==> config.mk <==
export PLATFORM = sky130hd
export DESIGN_NAME = fetch_unit
export DESIGN_NICKNAME = d
export VERILOG_FILES = /design/src/rtl/fetch_unit.sv
export SDC_FILE = /design/constraint.sdc
export NUM_CORES = 1
export LEC_CHECK = 0
export CAP_MARGIN = 20
export CORE_ASPECT_RATIO = 1.2
export CORE_MARGIN = 5
export CORE_UTILIZATION = 44
export DETAILED_ROUTE_END_ITERATION = 7
export MAX_ROUTING_LAYER = met4
export PLACE_DENSITY = 0.77
export SYNTH_ARGS = -nofsm -noshare
export SYNTH_HDL_FRONTEND = slang
export SYNTH_SLANG_ARGS = --single-unit
export TNS_END_PERCENT = 5
==> constraint.sdc <==
create_clock -name clk -period 2.45 [get_ports clk]
set_input_delay 0.49 -clock clk [delete_from_list [all_inputs] [get_ports clk]]
set_output_delay 0.49 -clock clk [all_outputs]
set_load 0.02 [all_outputs]
==> src/rtl/fetch_unit.sv <==
// fetch_unit: instruction fetch stage with a single-entry instruction
// holding register and branch redirect handling.
// FETCH requests the word at pc. HOLD presents it to decode until it is
// accepted. DRAIN waits out a request that a taken branch made stale.
// Optional feature macro: FETCH_MISALIGN_CHECK_EN. When it is defined, a
// taken branch to a target that is not word aligned sets the sticky
// misaligned flag and is otherwise ignored for that cycle.
module fetch_unit #(
  parameter logic [31:0] RESET_PC = 32'h0000_0000
) (
  input  logic        clk,
  input  logic        reset,
  input  logic        branch,
  input  logic        aluZero,
  input  logic [31:0] branchBase,
  input  logic [31:0] branchOffset,
  output logic        imemReq,
  output logic [31:0] imemAddr,
  input  logic        imemReady,
  input  logic [31:0] imemRdata,
  output logic [31:0] instr,
  output logic [31:0] instrPc,
  output logic [31:0] add4,
  output logic        instrValid,
  input  logic        instrReady,
  output logic        misaligned
);

  typedef enum logic [1:0] {
    FETCH = 2'd0,
    HOLD  = 2'd1,
    DRAIN = 2'd2
  } stateT;

  stateT       state;
  stateT       stateNext;
  logic [31:0] pc;
  logic [31:0] pcNext;
  logic [31:0] latchedTarget;
  logic [31:0] latchedNext;
  logic [31:0] instrNext;
  logic [31:0] instrPcNext;
  logic        instrValidNext;

  logic        taken;
  logic [31:0] rawTarget;
  logic [31:0] target;
  logic        misalignHit;
  logic        redirect;

  assign taken     = branch & aluZero;
  assign rawTarget = branchBase + (branchOffset << 1);

`ifdef FETCH_MISALIGN_CHECK_EN
  assign target      = rawTarget;
  assign misalignHit = taken & (rawTarget[1:0] != 2'b00);
`else
  assign target      = rawTarget & 32'hFFFF_FFFC;
  assign misalignHit = 1'b0;
`endif

  assign redirect = taken & ~misalignHit;

  // The request address always comes from pc. pc does not move while a
  // request is outstanding, so the address stays stable.
  assign imemAddr = pc;
  assign add4     = instrPc + 32'd4;

  // Next-state logic. A misaligned taken branch freezes every transition
  // for that cycle.
  always_comb begin
    stateNext      = state;
    pcNext         = pc;
    latchedNext    = latchedTarget;
    instrNext      = instr;
    instrPcNext    = instrPc;
    instrValidNext = instrValid;
    imemReq        = (state == FETCH) || (state == DRAIN);
    if (!misalignHit) begin
      case (state)
        FETCH: begin
          if (redirect) begin
            if (imemReady) begin
              pcNext = target;
            end else begin
              latchedNext = target;
              stateNext   = DRAIN;
            end
          end else if (imemReady) begin
            instrNext      = imemRdata;
            instrPcNext    = pc;
            instrValidNext = 1'b1;
            pcNext         = pc + 32'd4;
            stateNext      = HOLD;
          end
        end
        HOLD: begin
          if (redirect) begin
            instrValidNext = 1'b0;
            pcNext         = target;
            stateNext      = FETCH;
          end else if (instrReady) begin
            instrValidNext = 1'b0;
            stateNext      = FETCH;
          end
        end
        DRAIN: begin
          if (imemReady) begin
            pcNext    = redirect ? target : latchedTarget;
            stateNext = FETCH;
          end else if (redirect) begin
            latchedNext = target;
          end
        end
        default: begin
          stateNext = FETCH;
        end
      endcase
    end
  end

  // State and datapath registers. Reset overrides any in-flight request.
  always_ff @(posedge clk) begin
    if (reset) begin
      state         <= FETCH;
      pc            <= RESET_PC;
      latchedTarget <= 32'h0;
      instr         <= 32'h0;
      instrPc       <= 32'h0;
      instrValid    <= 1'b0;
    end else begin
      state         <= stateNext;
      pc            <= pcNext;
      latchedTarget <= latchedNext;
      instr         <= instrNext;
      instrPc       <= instrPcNext;
      instrValid    <= instrValidNext;
    end
  end

`ifdef FETCH_MISALIGN_CHECK_EN
  logic misalignedReg;

  // Sticky misaligned-target flag. Only reset clears it.
  always_ff @(posedge clk) begin
    if (reset) begin
      misalignedReg <= 1'b0;
    end else if (misalignHit) begin
      misalignedReg <= 1'b1;
    end
  end

  assign misaligned = misalignedReg;
`else
  assign misaligned = 1'b0;
`endif

endmodule

# After elaboration in Yosys (flattened, before gate mapping)
# Cells that the tools add are included.
# word_totals
in_bits,102
regBits,131
out_inout_bits,131
mem_bits_ro,0
memories,0
wordCells,56
mem_bits_rw,0
latchBits,0
# op_classes
n_mux,23
n_shift,0
n_eq_ne,12
n_bitwise,2
mul,0
add_sub_neg,3
n_reduce_logical,10
order_cmp,0
div,0
# op_table
operator,n
$mux W32,9
$pmux W32 S3,1
$add A32 B3 Y32 const B,2
$pmux W32 S2,1
$add A32 B32 Y32,1
$reduce_and A4 Y1,4
$ne A2 B2 Y1 const B,7
$mux W2,6
$ne A3 B3 Y1 const B,3
$pmux W2 S3,1
$mux W1,4
$reduce_bool A2 Y1,2
$reduce_and A3 Y1,1
$reduce_bool A3 Y1,1
$eq A2 B1 Y1 const B,1
$eq A2 B2 Y1 const B,1
$logic_not A2 Y1,1
$pmux W1 S2,1
$and A1 B1 Y1,1
$logic_or A1 B1 Y1,1
$not A1 Y1,1

# Depth between registers and ports, before layout
# depth
depth_word,4
ltp_mapped,12
mapped_depth_nobuf,11

# Worst setup path after synthesis
# No wires, ideal clock.
# synth_path
kind,register to output
from,register instrPc[4]
to,output port add4[29]
path_stages_with_launch,9
slack_ns,-0.340
t_arrival_ns,2.300
path_buffers,0
path_cell_list,dfxtp_1 and3_1 and2_1 nand4_1 nor2_1 nand4_1 nor3_1 nand3_1 xnor2_1
# synth_between
elab_chain_len,1
# synth_rtl
element,line,source
from (decl),22,"output logic [31:0] instrPc,"
from (signal assigned),136,instrPc <= instrPcNext;
$add A32 B3 Y32,67,assign add4 = instrPc + 32'd4;
to (decl),23,"output logic [31:0] add4,"
# Every way passes these cells.

# Worst setup path in the final report
# layout_path
from,register instrPc[4]
to,output port add4[28]
# The elaborated chain is that of the path after synthesis.

==> reports/metrics.csv <==
stage,metric,value,unit
die,Die H,159.9,um
pwr,Peak VDD IR,0.4392,mV
min_path,hold path depth,2,
drt,Post-DRT Antenna Nets,0,
critical_path,Arrival @ worst endpoint,2.33,ns
min_path,Worst Hold Path EP,instr[20]$_SDFFE_PP0P_,
cells_and_area,fin cells,1756,
place,GPL Wtd Cong,0.9155,
drt,vias per cell,5.433,
cts,H-tree levels,4,
cts,hold-fix buffer count after cts,0,
drt,Starting DRT DRC Count,750,
die,IO Count,233,
timing,setup_tns,-6.070,ns
pwr,Power Density,617.5,mW/mm2
die,starting density of the core,45.03,%
cts,TritonCTS clock tree,built,
timing,final hold vios,0,
synthesis,synth top area cells,"dfxtp_1, nand2_1, a21oi_1",
timing,fin worst setup slack,-0.3720,ns
synthesis,dominant cell type by area after synthesis,dfxtp_1,
global_routing,vias in the first global route,9177,
critical_path,CP required,1.96,ns
timing,Max Clock Skew,0.01297,ns
critical_path,r2r setup slk,0.06,ns
global_routing,global-route wire length before repair,45190,um
status,run status,"complete, but fails checks",
cts,clk sinks,131,
pwr,Pleak,5.353,nW
timing,final period utilization,115.2,%
cts,Worst-path clk slew,0.06,ns
cts,clk buf depth,2,
place,Post-Place Cells,1723,
synthesis,Mapped Area,0.008244,mm2
critical_path,crit path capture type,primary output,
status,failing checks,setup timing,
critical_path,critical path class,register to primary output,
drt,detailed-route via count,9541,
min_path,HP Start,instr[20]$_SDFFE_PP0P_,
drt,first drt pass iteration count,6,
cts,CTS Buf Count,17,
cells_and_area,Syn-to-layout area delta,57.85,%
cells_and_area,share of cells above drive strength 1,21.74,%
place,dpl hpwl,21460,um
synthesis,Netlist cell types,70,
drt,final routed DRC violation total,0,
die,Die X-Extent,135.0,um
synthesis,Cells after Synth,1126,
cells_and_area,n_diodes,0,
timing,RSZ-0062 raised after global routing,true,
critical_path,Critical path origin,instrPc[4]$_SDFFE_PP0P_,
timing,Slew Limit Fails,0,
timing,Final setup violation count,41,
critical_path,"slowest stage delay, CP",0.32,ns
cells_and_area,"Design Area, Final",0.01301,mm2
drt,WL per Instance,16.40,um
drt,Total Wirelength,28800,um
synthesis,share of Yosys cell area claimed by the top area cell type,31.81,%
synthesis,sequential area share after synthesis,31.81,%
min_path,Hold Crit Class,register to register,
synthesis,Post-synth ARST share,0,%
global_routing,total grt overflow,0,
synthesis,yosys warns,0,
die,num rows,54,
synthesis,syn avg cell area,7.322,um2
cts,clk_lat worst skew,0.42,ns
global_routing,largest net degree at the start of global routing,80,
synthesis,Post-Syn Nets,1263,
critical_path,r2r endpoint,imemAddr[15]$_SDFFE_PP0P_,
critical_path,reg-to-reg startpoint,state[0]$_SDFFE_PP0P_,
place,IO buf count,229,
job,Max Cap Violations,0,
critical_path,Setup crit start kind,register,
timing,Final Critical Period,2.822,ns
die,core area,0.01831,mm2
timing,Slew @ Worst Pin,0.5352,ns
critical_path,CP cell instances,and3_4 -> and2_4 -> and3_4 -> nor2b_4 -> nand4_1 -> nor3_2 -> buf_4 -> nand2_2 -> xnor2_2 -> buf_4,
place,Placed Area,0.01210,mm2
global_routing,gr usage total,26.09,%
critical_path,FF-to-FF path depth,10,
timing,relative slew slack,64.05,%
cts,Root Driver,clkbuf_16,
cells_and_area,Final nets,1629,
timing,FMAX,0.3544,GHz
synthesis,register bit total from synthesis,131,
global_routing,initial antenna violation count,0,
critical_path,CP Max Fanout,3,
synthesis,top_reg_cell synth,dfxtp_1,
die,die area,0.02159,mm2
synthesis,Post-synth EDFFs,0,
cells_and_area,"Core Util, Final",71.07,%
critical_path,"Max stage delay cell, worst path",dfxtp_2,
## synth_stat cells (4+ instances only)
cell / count
o21a_1: 7
a31oi_1: 15
nand4_1: 21
a221oi_1: 5
a21o_1: 19
xor2_1: 37
buf_1: 5
nand3_1: 36
dfxtp_1: 131
o31ai_1: 4
o21ai_1: 7
xnor2_1: 38
and4_1: 6
a211oi_1: 17
o211ai_1: 12
nor2b_1: 6
nand2b_1: 5
and3_1: 22
nor3_1: 24
buf_4: 4
mux2i_1: 8
nand2_1: 250
a211o_1: 4
a21oi_1: 151
clkbuf_1: 58
o21ai_0: 33
inv_1: 14
ha_1: 34
nor2_1: 85
and2_1: 8
## timing repair
item	in CTS	in global routing
gates resized for setup	122	58
setup buffers	0	2
setup endpoints to repair	58	65
pin swaps	28	20
## registers in the layout, indices dropped and copies added, names as in the netlist
register,flops
state,2
imemAddr,32
instr,32
instrValid,1
latchedTarget,32
instrPc,32
## placed cells by master, fill, tap and decap left out, drive strengths merged, types with 21 or more instances in the layout
cell type,count
ha,34
nor3,24
nand2,251
and3,23
xor2,37
nor2,86
o21ai,40
dfxtp,131
xnor2,38
nand3,36
buf,209
clkdlybuf4s50,197
a21oi,154
nand4,21
## cell type report
type                       instances  area (um2)
multi-input combinational        907        5630
fill                            1455        5296
timing repair buffer             419        3744
sequential                       131        2626
clock buffer                      17       425.4
tap                              252       315.3
clock inverter                    14       212.7
inverter                          16       60.06
## worst max-delay path by stage
| stage | end | slack [ns] | cells after the start |
|---|---|---|---|
| after CTS | add4[31] | -0.45 | 9 |
| after detailed placement | imemAddr[19]$_SDFFE_PP0P_ | -0.77 | 12 |
| after global placement | imemAddr[25]$_SDFFE_PP0P_ | -0.71 | 12 |
| after floorplan | imemAddr[18]$_SDFFE_PP0P_ | -0.05 | 9 |
| after global routing | add4[28] | -0.51 | 10 |
| final | add4[28] | -0.37 | 10 |
## metal layers
metal | up-vias | part of all wire [%] | track usage (%)
met3 | 82 | 7.2 | 4.720
met1 | 4352 | 39 | 29.49
met5 | - | 0 | -
met2 | 435 | 50 | 45.31
met4 | 0 | 3.4 | 10.54
li1 | 4672 | - | -
## kinds of logic after synthesis
group	Yosys count	synth area share, %
AO/OA/AOI/OAI	309	23.45
XOR/XNOR	75	7.968
adder cells (fa/ha/maj)	35	5.403
buffers and inverters	88	4.371
flip-flops	131	31.81
multiplexers	10	1.245
other	1	0.04549
AND/OR/NAND/NOR	477	25.71
## worst max-delay path, delay by kind of cell (launching register included)
kind | cells | cell delay [ns]
buffers and inverters | 2 | 0.30
and+or+nand+nor | 7 | 1.14
xor gates and xnor gates | 1 | 0.15
DFF | 1 | 0.32
## stage by stage
| step | total power, mW | worst slack (ns) | hold WS [ns] |
|---|---|---|---|
| after floorplan | 3.873 | -0.04992 | 0.4338 |
| after global placement | 5.134 | -0.7126 | 0.4391 |
| after detailed placement | 5.182 | -0.7698 | 0.4482 |
| after CTS | 7.991 | -0.4543 | 0.4553 |
| after global routing | 8.387 | -0.5071 | 0.4761 |
| final | 8.036 | -0.3720 | 0.4543 |
## power by group
part / internal (mW) / switching [mW]
Combinational: 1.31 / 1.51
Sequential: 2.31 / 0.130
Clock: 1.80 / 0.985
Total: 5.41 / 2.63
Power figures use the tool's default switching activity.
